<file path="src/rtl/had_regacc_pkg.sv">
// Shared types and defaults for the HAD register-file access arbiter.
// Optional timeout feature: define HAD_REGACC_TIMEOUT_EN.
package had_regacc_pkg;

  typedef enum logic [1:0] {
    S_IDLE,
    S_ISSUE,
    S_DONE
  } state_e;

  localparam logic REQ_JT  = 1'b0;
  localparam logic REQ_SYS = 1'b1;

  localparam int ADDR_W_DEF  = 8;
  localparam int DATA_W_DEF  = 32;
  localparam int TIMEOUT_DEF = 64;

endpackage

</file>
<file path="src/rtl/had_regacc_rr.sv">
// Two-way round-robin picker; grant bit 0 is JTAG, bit 1 is system.
// last_grant is only updated when a transaction completes.
module had_regacc_rr
  import had_regacc_pkg::*;
(
  input  logic       clk_i,
  input  logic       rst_i,
  input  logic [1:0] req_i,
  input  logic       update_i,
  input  logic       upd_id_i,
  output logic [1:0] grant_o
);

  logic last_q;

  always_ff @(posedge clk_i or posedge rst_i) begin
    if (rst_i) begin
      last_q <= REQ_SYS;
    end else if (update_i) begin
      last_q <= upd_id_i;
    end
  end

  always_comb begin
    grant_o = 2'b00;
    unique case (req_i)
      2'b01:   grant_o = 2'b01;
      2'b10:   grant_o = 2'b10;
      2'b11:   grant_o = (last_q == REQ_SYS) ? 2'b01 : 2'b10;
      default: grant_o = 2'b00;
    endcase
  end

endmodule

</file>
<file path="src/rtl/had_regacc_arb.sv">
// HAD register-file port arbiter/sequencer (JTAG vs system requester).
// Optional ISSUE timeout: define HAD_REGACC_TIMEOUT_EN.
module had_regacc_arb
  import had_regacc_pkg::*;
#(
  parameter int ADDR_W  = ADDR_W_DEF,
  parameter int DATA_W  = DATA_W_DEF,
  parameter int TIMEOUT = TIMEOUT_DEF
) (
  input  logic              forever_cpuclk_nogated,
  input  logic              hadrst,
  input  logic              jt_req,
  input  logic              jt_wr,
  input  logic [ADDR_W-1:0] jt_addr,
  input  logic [DATA_W-1:0] jt_wdata,
  output logic              jt_ack,
  input  logic              sys_req,
  input  logic              sys_wr,
  input  logic [ADDR_W-1:0] sys_addr,
  input  logic [DATA_W-1:0] sys_wdata,
  output logic              sys_ack,
  output logic [DATA_W-1:0] ack_rdata,
  output logic              ack_err,
  output logic              rf_sel,
  output logic              rf_wr,
  output logic [ADDR_W-1:0] rf_addr,
  output logic [DATA_W-1:0] rf_wdata,
  input  logic [DATA_W-1:0] rf_rdata,
  input  logic              rf_rdy,
  output logic              arb_busy
);

  state_e            state_q;
  logic              owner_q;
  logic              jt_ack_q;
  logic              sys_ack_q;
  logic              busy_q;
  logic              rf_sel_q;
  logic              rf_wr_q;
  logic [ADDR_W-1:0] rf_addr_q;
  logic [DATA_W-1:0] rf_wdata_q;
  logic [DATA_W-1:0] ack_rdata_q;
  logic [1:0]        grant;

  had_regacc_rr u_rr (
    .clk_i    (forever_cpuclk_nogated),
    .rst_i    (hadrst),
    .req_i    ({sys_req, jt_req}),
    .update_i (state_q == S_DONE),
    .upd_id_i (owner_q),
    .grant_o  (grant)
  );

`ifdef HAD_REGACC_TIMEOUT_EN
  localparam int CNT_W = $clog2(TIMEOUT + 1);
  logic [CNT_W-1:0] cnt_q;
  logic             err_q;
`endif

  // rf_* registers double as the command register; cleared outside ISSUE
  always_ff @(posedge forever_cpuclk_nogated or posedge hadrst) begin
    if (hadrst) begin
      state_q     <= S_IDLE;
      owner_q     <= REQ_JT;
      jt_ack_q    <= 1'b0;
      sys_ack_q   <= 1'b0;
      busy_q      <= 1'b0;
      rf_sel_q    <= 1'b0;
      rf_wr_q     <= 1'b0;
      rf_addr_q   <= '0;
      rf_wdata_q  <= '0;
      ack_rdata_q <= '0;
`ifdef HAD_REGACC_TIMEOUT_EN
      cnt_q       <= '0;
      err_q       <= 1'b0;
`endif
    end else begin
      jt_ack_q  <= 1'b0;
      sys_ack_q <= 1'b0;
      unique case (state_q)
        S_IDLE: begin
          if (|grant) begin
            owner_q    <= grant[1];
            rf_sel_q   <= 1'b1;
            rf_wr_q    <= grant[1] ? sys_wr : jt_wr;
            rf_addr_q  <= grant[1] ? sys_addr : jt_addr;
            rf_wdata_q <= grant[1] ? sys_wdata : jt_wdata;
            busy_q     <= 1'b1;
`ifdef HAD_REGACC_TIMEOUT_EN
            cnt_q      <= CNT_W'(TIMEOUT);
`endif
            state_q    <= S_ISSUE;
          end
        end
        S_ISSUE: begin
          if (rf_rdy) begin
            rf_sel_q    <= 1'b0;
            rf_wr_q     <= 1'b0;
            rf_addr_q   <= '0;
            rf_wdata_q  <= '0;
            ack_rdata_q <= rf_wr_q ? '0 : rf_rdata;
            jt_ack_q    <= (owner_q == REQ_JT);
            sys_ack_q   <= (owner_q == REQ_SYS);
            state_q     <= S_DONE;
`ifdef HAD_REGACC_TIMEOUT_EN
            err_q       <= 1'b0;
          end else if (cnt_q == CNT_W'(1)) begin
            rf_sel_q    <= 1'b0;
            rf_wr_q     <= 1'b0;
            rf_addr_q   <= '0;
            rf_wdata_q  <= '0;
            ack_rdata_q <= '0;
            err_q       <= 1'b1;
            jt_ack_q    <= (owner_q == REQ_JT);
            sys_ack_q   <= (owner_q == REQ_SYS);
            state_q     <= S_DONE;
          end else begin
            cnt_q <= cnt_q - CNT_W'(1);
`endif
          end
        end
        S_DONE: begin
          ack_rdata_q <= '0;
`ifdef HAD_REGACC_TIMEOUT_EN
          err_q       <= 1'b0;
`endif
          busy_q      <= 1'b0;
          state_q     <= S_IDLE;
        end
        default: state_q <= S_IDLE;
      endcase
    end
  end

  assign jt_ack    = jt_ack_q;
  assign sys_ack   = sys_ack_q;
  assign ack_rdata = ack_rdata_q;
  assign rf_sel    = rf_sel_q;
  assign rf_wr     = rf_wr_q;
  assign rf_addr   = rf_addr_q;
  assign rf_wdata  = rf_wdata_q;
  assign arb_busy  = busy_q;
`ifdef HAD_REGACC_TIMEOUT_EN
  assign ack_err   = err_q;
`else
  assign ack_err   = 1'b0;
`endif

endmodule

</file>
<file path="config.mk">
export PLATFORM = sky130hd
export DESIGN_NAME = had_regacc_arb
export DESIGN_NICKNAME = d
export VERILOG_FILES = /design/src/rtl/had_regacc_pkg.sv /design/src/rtl/had_regacc_rr.sv /design/src/rtl/had_regacc_arb.sv
export SDC_FILE = /design/constraint.sdc
export NUM_CORES = 1
export LEC_CHECK = 0
export CAP_MARGIN = 20
export CORE_MARGIN = 5
export CORE_UTILIZATION = 39
export DETAILED_ROUTE_END_ITERATION = 16
export GPL_TIMING_DRIVEN = 0
export PLACE_DENSITY_LB_ADDON = 0.12
export SETUP_SLACK_MARGIN = 0.3
export SLEW_MARGIN = 30
export SYNTH_ARGS = -nofsm -noshare
export SYNTH_HDL_FRONTEND = slang
export SYNTH_SLANG_ARGS = --single-unit
</file>
<file path="constraint.sdc">
create_clock -name forever_cpuclk_nogated -period 3.6 [get_ports forever_cpuclk_nogated]
set_input_delay 0.72 -clock forever_cpuclk_nogated [delete_from_list [all_inputs] [get_ports forever_cpuclk_nogated]]
set_output_delay 0.72 -clock forever_cpuclk_nogated [all_outputs]
set_load 0.05 [all_outputs]
</file>
Yosys cells after proc, flatten, opt, wreduce, memory -nomap -nowiden
Cells that the tools add are included.
W data, S select, Z words.
{"block": "totals", "output_inout_bits": 78, "register_bits": 81, "in_bits": 119}
{"block": "op_classes", "n_reduce_logical": 10, "n_bitwise": 1, "n_eq_ne": 7, "n_mux": 27}
{"cell": "$mux W32", "n": 5}
{"cell": "$pmux W32 S2", "n": 2}
{"cell": "$mux W8", "n": 3}
{"cell": "$pmux W8 S2", "n": 1}
{"cell": "$mux W1", "n": 8}
{"cell": "$reduce_and A2 Y1", "n": 4}
{"cell": "$eq A2 B2 Y1 const B", "n": 3}
{"cell": "$mux W2", "n": 3}
{"cell": "$pmux W1 S2", "n": 3}
{"cell": "$pmux W2 S3", "n": 1}
{"cell": "$reduce_bool A2 Y1", "n": 3}
{"cell": "$eq A2 B1 Y1 const B", "n": 2}
{"cell": "$ne A2 B2 Y1 const B", "n": 2}
{"cell": "$pmux W2 S2", "n": 1}
{"cell": "$reduce_and A3 Y1", "n": 1}
{"cell": "$logic_not A2 Y1", "n": 1}
{"cell": "$reduce_or A2 Y1", "n": 1}
{"cell": "$not A1 Y1", "n": 1}

Longest topological paths before layout
Gate-level depths: netlist of run 1.
{"block": "logic_depth", "depth_word": 5, "ltp_mapped": 5, "ltp_nobuf": 3}

Cells and area by module
From an unflattened synthesis of run 1, not the netlist that was laid out.
{"block": "hier_totals", "cells_unflattened": 279, "hier_area_um2": 3505.9}
{"module": "had_regacc_arb", "cells_per_inst": 272, "area_per_inst_um2": 3448.3, "seq_area_each_um2": 2001.9, "instances": 1}
{"module": "had_regacc_rr", "cells_per_inst": 7, "area_per_inst_um2": 57.6, "seq_area_each_um2": 26.3, "instances": 1}

Worst setup path before layout of run 1
No wires, ideal clock.
{"block": "synth_path", "kind": "in2reg", "startpoint": "input port sys_req", "endpoint": "register rf_wdata_q[10] (netlist: rf_wdata[10])", "t_arrival_ps": 1415, "slack_ps": 2053, "t_required_ps": 3468, "setup_ps": 132, "cell_stages": 5, "cell_sequence": "a21boi_1 buf_4 buf_6 mux2i_1 o2bb2ai_1"}
{"block": "synth_via", "elab_chain_cells": 5, "word_cells_on_any_way": 10, "classes_between": "eq/ne: 4; mux: 4; reduce/logical: 2"}
{"item": "start: declaration", "line": "had_regacc_arb.sv:17", "rtl": "input logic sys_req,"}
{"item": "$eq A2 B2 Y1 or $eq A2 B1 Y1 (tied branches)", "line": "had_regacc_rr.sv:26", "rtl": "unique case (req_i)"}
{"item": "$pmux W2 S3 *", "line": "had_regacc_rr.sv:26"}
{"item": "$mux W32 or $reduce_or A2 Y1 (tied branches)", "line": "had_regacc_arb.sv:87, had_regacc_arb.sv:82"}
{"item": "$mux W32 or $ne A2 B2 Y1 (tied branches)"}
{"item": "$pmux W32 S2 or $reduce_and A3 Y1 (tied branches)"}
{"item": "end signal: assignment", "line": "had_regacc_arb.sv:87", "rtl": "rf_wdata_q <= grant[1] ? sys_wdata : jt_wdata;"}
{"item": "end: declaration", "line": "had_regacc_arb.sv:41", "rtl": "logic [DATA_W-1:0] rf_wdata_q;"}
Every way passes the cells marked *; elsewhere a longest branch is shown, timed or not. The select of a mux whose other input is x is not followed.
A chain may end at the register's enable or synchronous reset.

Worst setup path in the final report of run 1
{"block": "layout_path", "startpoint": "register rf_wr_q (netlist: rf_wr)", "endpoint": "output port rf_wr"}
{"item": "start: declaration", "line": "had_regacc_arb.sv:39", "rtl": "logic rf_wr_q;"}
{"item": "start signal: assignment", "line": "had_regacc_arb.sv:85", "rtl": "rf_wr_q <= grant[1] ? sys_wr : jt_wr;"}
{"item": "end: declaration", "line": "had_regacc_arb.sv:25", "rtl": "output logic rf_wr,"}
No word-level cell between the ends.

==> results of run 1 <==
power breakdown:
part           internal [W]  switching (W)
Sequential          0.00133       0.000232
Combinational       0.00132        0.00221
Clock              0.000554       0.000337
Total               0.00320        0.00278
metal layers:
metal  GRT usage (%)  up-vias  wire, um
met5               0        -         0
met4           6.027        0       179
met3           5.900       14       847
met2           31.43      109      5389
met1           24.84     1498      4576
li1                -     1456         -
per-stage QoR:
step           hold WS, ns  total power, W
6_report            0.4800        0.005987
5_1_grt             0.5015        0.006286
4_1_cts             0.4901        0.006039
3_5_place_dp        0.4707        0.005125
3_3_place_gp        0.4624        0.005073
2_1_floorplan       0.4355        0.003892
logic make-up after synthesis:
kind of cell           Yosys count  share of synthesized area [%]
flip-flops                      81                          55.69
AO/OA/AOI/OAI                   78                          18.62
AND/OR/NAND/NOR                 45                          8.038
multiplexers                    42                          11.58
buffers and inverters           30                          5.977
other                            1                         0.1030
synth_stat cells:
master and n:
a31o_1 30, clkbuf_1 7, o2bb2ai_1 41, dfstp_2 1, dfrtp_1 80, nand3b_4 1
o21ai_2 1, buf_4 2, mux2_2 1, a22o_1 1, mux2i_1 41, nand2b_4 1
nand2_1 5, a31o_2 2, inv_1 3, buf_6 12, or2b_1 1, nor3_1 1
nor2_1 2, clkbuf_2 1, and2_1 1, and3_1 32, o21ai_0 1, buf_2 5
conb_1 1, a211o_1 1, a21boi_1 1, nor2b_4 1
flip-flops by register name, summed over array words and instances, names as in the netlist:
| name | count |
|---|---|
| ack_rdata | 32 |
| rf_wdata | 32 |
| rf_addr | 8 |
| state_q | 2 |
| arb_busy | 1 |
| jt_ack | 1 |
| owner_q | 1 |
| rf_sel | 1 |
| rf_wr | 1 |
| sys_ack | 1 |
| u_rr.last_q | 1 |
worst min path at each step:
stage | end | cells past startpoint | slack (ns)
after CTS | jt_ack | 1 | 0.49
after detailed placement | rf_sel | 2 | 0.47
after global placement | rf_sel | 2 | 0.46
after floorplan | jt_ack | 1 | 0.44
final | jt_ack | 1 | 0.48
after global routing | jt_ack | 1 | 0.50
area by class of cell:
type	count	area [um^2]	area share [%]
inverter	3	16.27	0.2693
clock buffer	10	137.6	2.278
clock inverter	6	137.6	2.278
buffer	27	206.4	3.418
tap	111	138.9	2.299
sequential	81	2028	33.58
timing repair buffer	196	1979	32.77
multi-input combinational	166	1396	23.12
==> results.py, run 1 <==
metrics = {
    "power_and_ir_drop": {
        "pwr_density_cell_nw_per_um2": 991.1,
        "ir_worst_vdd_mv": 0.4979,
        "p_leak_nw": 2.686,
    },
    "synthesis": {
        "synthCells": 277,
        "ys_ff_latch": 81,
        "synth_top_area_cell": "dfrtp_1",
        "avgSynthCellArea_um2": 13.15,
        "synth_nets": 396,
        "ys_types": 28,
        "syn-cell-area_um2": 3642,
        "synth.area.top_cells": "dfrtp_1 55%, mux2i_1 11%, o2bb2ai_1 9.9%, a31o_1 7.2%, and3_1 5.5%",
        "yosysWarnings": 0,
        "yosysSeqAreaShare_pct": 55.69,
        "netlist.area_leader.share_pct": 54.96,
    },
    "grt": {
        "grt_max_degree": 49,
        "gr-usage-all-layers_pct": 19.34,
        "overflow": 0,
        "grt_pass1_wl_mm": 17.44,
        "grt_pass1_vias": 3268,
        "antenna_found_initial": 0,
    },
    "critical_path": {
        "worst-path-stages": 1,
        "crit_required_ns": 2.88,
        "rr_startpoint": "state_q[0]",
        "cp_max_fo": 3,
        "cpLargestDelayFamily": "buffers and inverters",
        "crit_end": "rf_wr",
        "cp_slowest_stage_delay_ns": 0.86,
        "startpoint": "rf_wr",
        "cp_num_buf_inv": 1,
        "r2r-end": "rf_wdata[18]",
        "ff2ff_path_depth": 4,
        "worstPathCellList": "clkdlybuf4s50_1",
        "crit_type": "reg2out",
        "start_kind": "flip-flop",
        "endpoint_kind": "output pin",
        "critPathArrivalTime_ns": 1.64,
        "critPathSlowestCell": "clkdlybuf4s50_1",
        "reg2reg_slack_ns": 2.14,
    },
    "sta": {
        "hold_violations": 0,
        "finClkSkew_ns": 0.01016,
        "setup_viol": 0,
        "final-max-slew-violation-count": 0,
        "min_period_over_period_pct": 65.50,
        "tightest_slew_ns": 0.5472,
        "period_minus_slack_ns": 2.358,
        "fin_ws_ns": 1.242,
        "fmax_mhz": 424.1,
        "slew-limit-headroom_pct": 63.41,
        "rsz0062_at_grt": "false",
        "setup_tns_ns": 0,
    },
    "floorplan": {
        "pin_count": 197,
        "die_area_um2": 11370,
        "core.rowCount": 35,
        "coreArea_um2": 9153,
        "die_h_um": 106.6,
        "start_util_pct": 39.79,
        "die_x_um": 106.6,
    },
    "detailed_routing": {
        "drtIter0Drc": 112,
        "vias_per_cell": 5.128,
        "wl_per_cell_um": 18.32,
        "first_pass_iters": 4,
        "ant_nets": 0,
        "drc_errors": 0,
        "routed_wl_mm": 10.99,
        "route.vias.total": 3077,
    },
    "placement": {
        "gp_congestion": 0.7312,
        "place_area_um2": 5766,
        "hpwl_mm": 8.365,
        "pre_cts_slack_ns": 1.325,
        "port_buffers": 195,
        "dp.cells": 584,
    },
    "cts": {
        "tritoncts": "built",
        "cts_root_buf": "clkbuf_8",
        "cts.sink_count": 81,
        "clock_latency_ns": 0.35,
        "htreeDepth": 3,
        "ctsLongestPathBuffers": 2,
        "postCtsSetupBuffers": 0,
        "hold_buffers": 0,
        "cts_resized": 0,
        "numCtsBuffers": 9,
        "clkTransAtPathRegs_ns": 0.09,
    },
    "cells_and_area": {
        "antenna_cells": 0,
        "areaGrowthSynthToFinish_pct": 65.85,
        "fin_util_pct": 66.00,
        "layout.nets": 603,
        "final_common_cell": "clkdlybuf4s50_1",
        "drive_above_1_share_pct": 9.407,
        "layout_common_cells": "195 x clkdlybuf4s50_1, 80 x dfrtp_1, 41 x mux2i_1, 41 x o2bb2ai_1, 32 x and3_1",
        "fill_cells": 753,
        "design_area_um2": 6041,
        "final_cells": 600,
    },
    "hold_path": {
        "worstHoldStart": "owner_q",
        "hp-class": "reg2reg",
    },
    "run_status": {
        "status": "finished clean",
    },
    "job": {
        "drv_cap": 0,
    },
}
Power figures use the tool's default switching activity.
==> run 2, diff against run 1 <==
- CORE_UTILIZATION: 39 -> 35
- clock period: 3.6 -> 2.1 ns (I/O delays scaled with it)
==> results.py, run 2 (synthesis results as in run 1) <==
metrics = {
    "sta": {
        "tightest_slew_ns": 0.6207,
        "period_minus_slack_ns": 1.679,
        "fmax_mhz": 595.6,
        "final-max-slew-violation-count": 0,
        "min_period_over_period_pct": 79.95,
        "hold_violations": 0,
        "rsz0062_at_grt": "false",
        "setup_viol": 0,
        "setup_tns_ns": 0,
        "finClkSkew_ns": 0.01509,
        "slew-limit-headroom_pct": 58.53,
    },
    "critical_path": {
        "cp_slowest_stage_delay_ns": 0.55,
        "cpLargestDelayFamily": "buffers and inverters",
        "crit_type": "reg2out",
        "start_kind": "flip-flop",
        "critPathArrivalTime_ns": 1.26,
        "endpoint_kind": "output pin",
        "critPathSlowestCell": "dlygate4sd2_1",
        "cp_num_buf_inv": 1,
        "cp_max_fo": 2,
        "worstPathCellList": "dlygate4sd2_1",
        "crit_required_ns": 1.68,
    },
    "detailed_routing": {
        "wl_per_cell_um": 17.06,
        "drc_errors": 0,
        "route.vias.total": 3056,
        "first_pass_iters": 4,
        "vias_per_cell": 4.890,
        "drtIter0Drc": 112,
        "dr_wl_met3_um": 752,
        "routed_wl_mm": 10.66,
        "wl_met1_mm": 4.638,
        "met2_length_mm": 5.155,
        "top_layer_used": "met4",
        "ant_nets": 0,
    },
    "cells_and_area": {
        "layout_common_cells": "118 x clkdlybuf4s50_1, 80 x dfrtp_1, 76 x dlygate4sd2_1, 41 x mux2i_1, 41 x o2bb2ai_1",
        "areaGrowthSynthToFinish_pct": 62.45,
        "drive_above_1_share_pct": 9.407,
        "final_common_cell": "clkdlybuf4s50_1",
        "antenna_cells": 0,
        "layout.nets": 604,
    },
    "floorplan": {
        "core.rowCount": 37,
        "start_util_pct": 35.60,
        "pin_count": 197,
        "coreArea_um2": 10230,
        "die_h_um": 112.0,
        "die_x_um": 112.0,
        "die_area_um2": 12550,
    },
    "power_and_ir_drop": {
        "ir_worst_vdd_mv": 0.9349,
        "pwr_density_cell_nw_per_um2": 1594,
        "power_w": 0.009430,
        "p_leak_nw": 2.877,
    },
    "run_status": {
        "status": "finished clean",
    },
    "grt": {
        "grt_pass1_vias": 3269,
        "overflow": 0,
        "grt_pass1_wl_mm": 17.19,
        "grt_max_degree": 30,
        "antenna_found_initial": 0,
        "gr-usage-all-layers_pct": 16.89,
    },
    "hold_path": {
        "hp-class": "reg2reg",
    },
    "cts": {
        "clkTransAtPathRegs_ns": 0.09,
        "htreeDepth": 3,
        "clock_latency_ns": 0.34,
        "postCtsSetupBuffers": 0,
        "cts_root_buf": "clkbuf_8",
        "cts.sink_count": 81,
        "ctsLongestPathBuffers": 2,
        "tritoncts": "built",
        "numCtsBuffers": 9,
    },
    "job": {
        "drv_cap": 0,
    },
    "placement": {
        "hpwl_mm": 8.214,
        "gp_congestion": 0.7450,
        "port_buffers": 195,
    },
}
[run 2: final cells by class]
| cell class | count | area, um^2 |
|---|---|---|
| Clock buffer | 10 | 127.6 |
| Timing Repair Buffer | 197 | 1892 |
| Tap cell | 136 | 170.2 |
| Buffer | 27 | 206.4 |
| Inverter | 3 | 15.01 |
| Clock inverter | 5 | 81.33 |
| Multi-Input combinational cell | 166 | 1396 |
| Sequential cell | 81 | 2028 |
| Fill cell | 934 | 4314 |
[run 2: path summary, 6_finish.rpt]
path	start	endpoint	slack, ns	cells after the start
worst max-delay path	rf_wdata[14]	rf_wdata[14]	0.42	1
worst min-delay path	arb_busy	arb_busy	0.47	2
worst max register to register	state_q[0]	rf_wdata[12]	0.66	4
worst min register to register	arb_busy	arb_busy	0.47	2
max in group asynchronous	hadrst	rf_wdata[10]	1.05	3
min in group asynchronous	hadrst	ack_rdata[3]	0.50	2
[run 2: through the flow]
step           cell area, um^2  hold WS, ns  setup WS (ns)  util, %  std cells
2_1_floorplan             3646       0.4355         0.7570        -        277
3_3_place_gp              5768       0.4606        -0.1983    56.38        608
3_5_place_dp              5808       0.4630         0.1049    56.77        610
4_1_cts                   5921       0.4778         0.3345    57.87        625
5_1_grt                   5917       0.5080         0.3390    57.83        625
6_report                  5917       0.4703         0.4211    57.83        625
[run 2: metal layers]
layer	vias up	global-route usage (%)
met1	1476	22.50
met3	12	5.499
met2	110	26.66
li1	1458	-
met4	0	4.567
met5	-	0
[run 2: repair_timing]
item	CTS	global route
resized for setup	77	2
setup endpoints to repair	77	1
hold buffers	0	0
[run 2: power breakdown]
| group | leakage (nW) | internal, W | switching, W | total [W] |
|---|---|---|---|---|
| clock | 0.102 | 0.000664 | 0.000555 | 0.00122 |
| combinational | 1.74 | 0.00180 | 0.00377 | 0.00557 |
| sequential | 1.03 | 0.00227 | 0.000367 | 0.00264 |
==> run 3, diff against run 2 <==
- CORE_UTILIZATION: 35 -> 39
- clock period: 2.1 -> 1.6 ns (I/O delays scaled with it)
==> results.py, run 3 (synthesis results as in run 1) <==
metrics = {
    "sta": {
        "finClkSkew_ns": 0.009823,
        "setup_viol": 0,
        "min_period_over_period_pct": 85.38,
        "rsz0062_at_grt": "true",
        "fmax_mhz": 732.0,
        "setup_tns_ns": 0,
        "period_minus_slack_ns": 1.366,
        "slew-limit-headroom_pct": 57.64,
        "final-max-slew-violation-count": 0,
        "tightest_slew_ns": 0.6341,
        "hold_ws_ns": 0.3962,
        "hold_violations": 0,
    },
    "grt": {
        "grt.busiest_layer": "met2",
        "met1_usage_pct": 23.39,
        "grt_use_met3_pct": 6.683,
        "grt_pass1_wl_mm": 17.79,
        "overflow": 0,
        "gr-usage-all-layers_pct": 19.57,
        "grt_use_met2_pct": 32.91,
        "grt_pass1_vias": 3465,
        "antenna_found_initial": 0,
        "grt_max_degree": 30,
    },
    "power_and_ir_drop": {
        "power_w": 0.01329,
        "seq_power_share_pct": 26.4,
        "ir_worst_vdd_mv": 1.145,
        "p_leak_nw": 2.905,
        "switching_share_pct": 47.98,
        "power.switching_w": 0.006376,
        "comb_power_share_pct": 62.1,
        "p_clk_share_pct": 11.5,
        "p_int_w": 0.006912,
        "pwr_density_cell_nw_per_um2": 2183,
    },
    "critical_path": {
        "rr_startpoint": "state_q[0]",
        "ff2ff_path_depth": 5,
        "crit_type": "reg2reg",
        "cp_slowest_stage_delay_ns": 0.45,
        "start_kind": "flip-flop",
        "worstPathCellList": "nand2b_4, nor2b_4, buf_8, clkbuf_16, a31o_1",
        "critPathArrivalTime_ns": 1.60,
        "cp_max_fo": 8,
        "reg2reg_slack_ns": 0.23,
        "crit_required_ns": 1.84,
        "endpoint_kind": "flip-flop",
        "r2r-end": "ack_rdata[14]",
        "critPathSlowestCell": "dfrtp_2",
    },
    "detailed_routing": {
        "wl_per_cell_um": 18.28,
        "drtIter0Drc": 75,
        "first_pass_iters": 4,
        "vias_per_cell": 5.179,
        "ant_nets": 0,
        "route.vias.total": 3175,
        "routed_wl_mm": 11.21,
        "drc_errors": 0,
    },
    "cells_and_area": {
        "final_cells": 613,
        "drive_above_1_share_pct": 29.88,
        "final_common_cell": "clkdlybuf4s50_1",
        "layout_common_cells": "115 x clkdlybuf4s50_1, 77 x dfrtp_1, 62 x buf_4, 41 x o2bb2ai_1, 40 x mux2i_1",
        "antenna_cells": 0,
        "design_area_um2": 6088,
        "areaGrowthSynthToFinish_pct": 67.16,
        "layout.nets": 616,
    },
    "placement": {
        "hpwl_mm": 8.457,
        "dp.cells": 585,
        "port_buffers": 195,
        "place_area_um2": 5777,
        "gp_congestion": 0.7234,
    },
    "cts": {
        "clock_latency_ns": 0.35,
        "htreeDepth": 3,
        "ctsLongestPathBuffers": 2,
        "cts_root_buf": "clkbuf_8",
        "cts.sink_count": 81,
        "clkTransAtPathRegs_ns": 0.08,
        "tritoncts": "built",
        "numCtsBuffers": 9,
    },
    "floorplan": {
        "coreArea_um2": 9153,
        "die_x_um": 106.6,
        "die_area_um2": 11370,
        "start_util_pct": 39.79,
        "pin_count": 197,
        "core.rowCount": 35,
        "die_h_um": 106.6,
    },
    "job": {
        "drv_cap": 0,
    },
    "hold_path": {
        "hp-class": "in2async",
    },
    "run_status": {
        "status": "finished clean",
    },
}
==> run 3: changes by cell type in the layout (fill, tap and decap cells not counted), moves of 4 or more <==
cell	before	now
buf_12	2	6
buf_4	2	62
clkbuf_1	8	1
clkbuf_4	0	23
clkbuf_8	9	13
dlygate4sd2_1	76	3
==> run 3: routing by layer <==
layer  wire length, um  vias to the layer above
met1              4539                     1554
met3               929                       14
met4               176                        0
met5                 0                        -
li1                  -                     1495
met2              5560                      112
==> run 3: repair_timing <==
action,in CTS,in global routing
hold endpoints to repair,0,0
cloned,3,3
buffers inserted,4,2
hold buffers,0,0
endpoints found under the setup margin,151,105
gates resized for setup,464,63
pin swaps,8,23
==> run 3: critical path, delay by kind of cell (launching register included) <==
kind | cells | cell delay, ns
compound gates | 1 | 0.17
simple gates | 2 | 0.35
flops | 1 | 0.45
buf+inv | 2 | 0.29
==> run 3: power by group through the flow <==
stage | Combinational [W] | Sequential, W | Clock, W
after floorplan | 0.00218 | 0.00658 | 0
after global placement | 0.00793 | 0.00349 | 0
after global routing | 0.00868 | 0.00363 | 0.00167
after detailed placement | 0.00802 | 0.00353 | 0
final | 0.00825 | 0.00351 | 0.00153
after CTS | 0.00780 | 0.00350 | 0.00157
==> run 3: cell type report <==
class	instances	area (um^2)
Buffer	27	311.5
Clock buffer	12	155.1
Clock inverter	4	51.30
Fill cell	751	3064
Inverter	3	15.01
Multi-Input combinational cell	167	1441
Sequential cell	81	2032
Tap cell	111	138.9
Timing Repair Buffer	208	1943
==> run 3: stage by stage <==
| stage | worst slack [ns] | utilization (%) |
|---|---|---|
| after floorplan | 0.2923 | - |
| after global placement | -0.5890 | 62.68 |
| after detailed placement | -0.2826 | 63.12 |
| after CTS | 0.2104 | 63.96 |
| after global routing | 0.1909 | 66.52 |
| final | 0.2339 | 66.52 |
==> run 3: worst max path at each step <==
stage / startpoint / endpoint / slack, ns / cells past startpoint
after floorplan: state_q[0] / ack_rdata[0] / 0.29 / 5
after global placement: hadrst / rf_wdata[4] / -0.59 / 2
after detailed placement: sys_req / rf_wdata[10] / -0.28 / 4
after CTS: state_q[0] / ack_rdata[2] / 0.21 / 5
after global routing: state_q[0] / ack_rdata[14] / 0.19 / 5
final: state_q[0] / ack_rdata[14] / 0.23 / 5
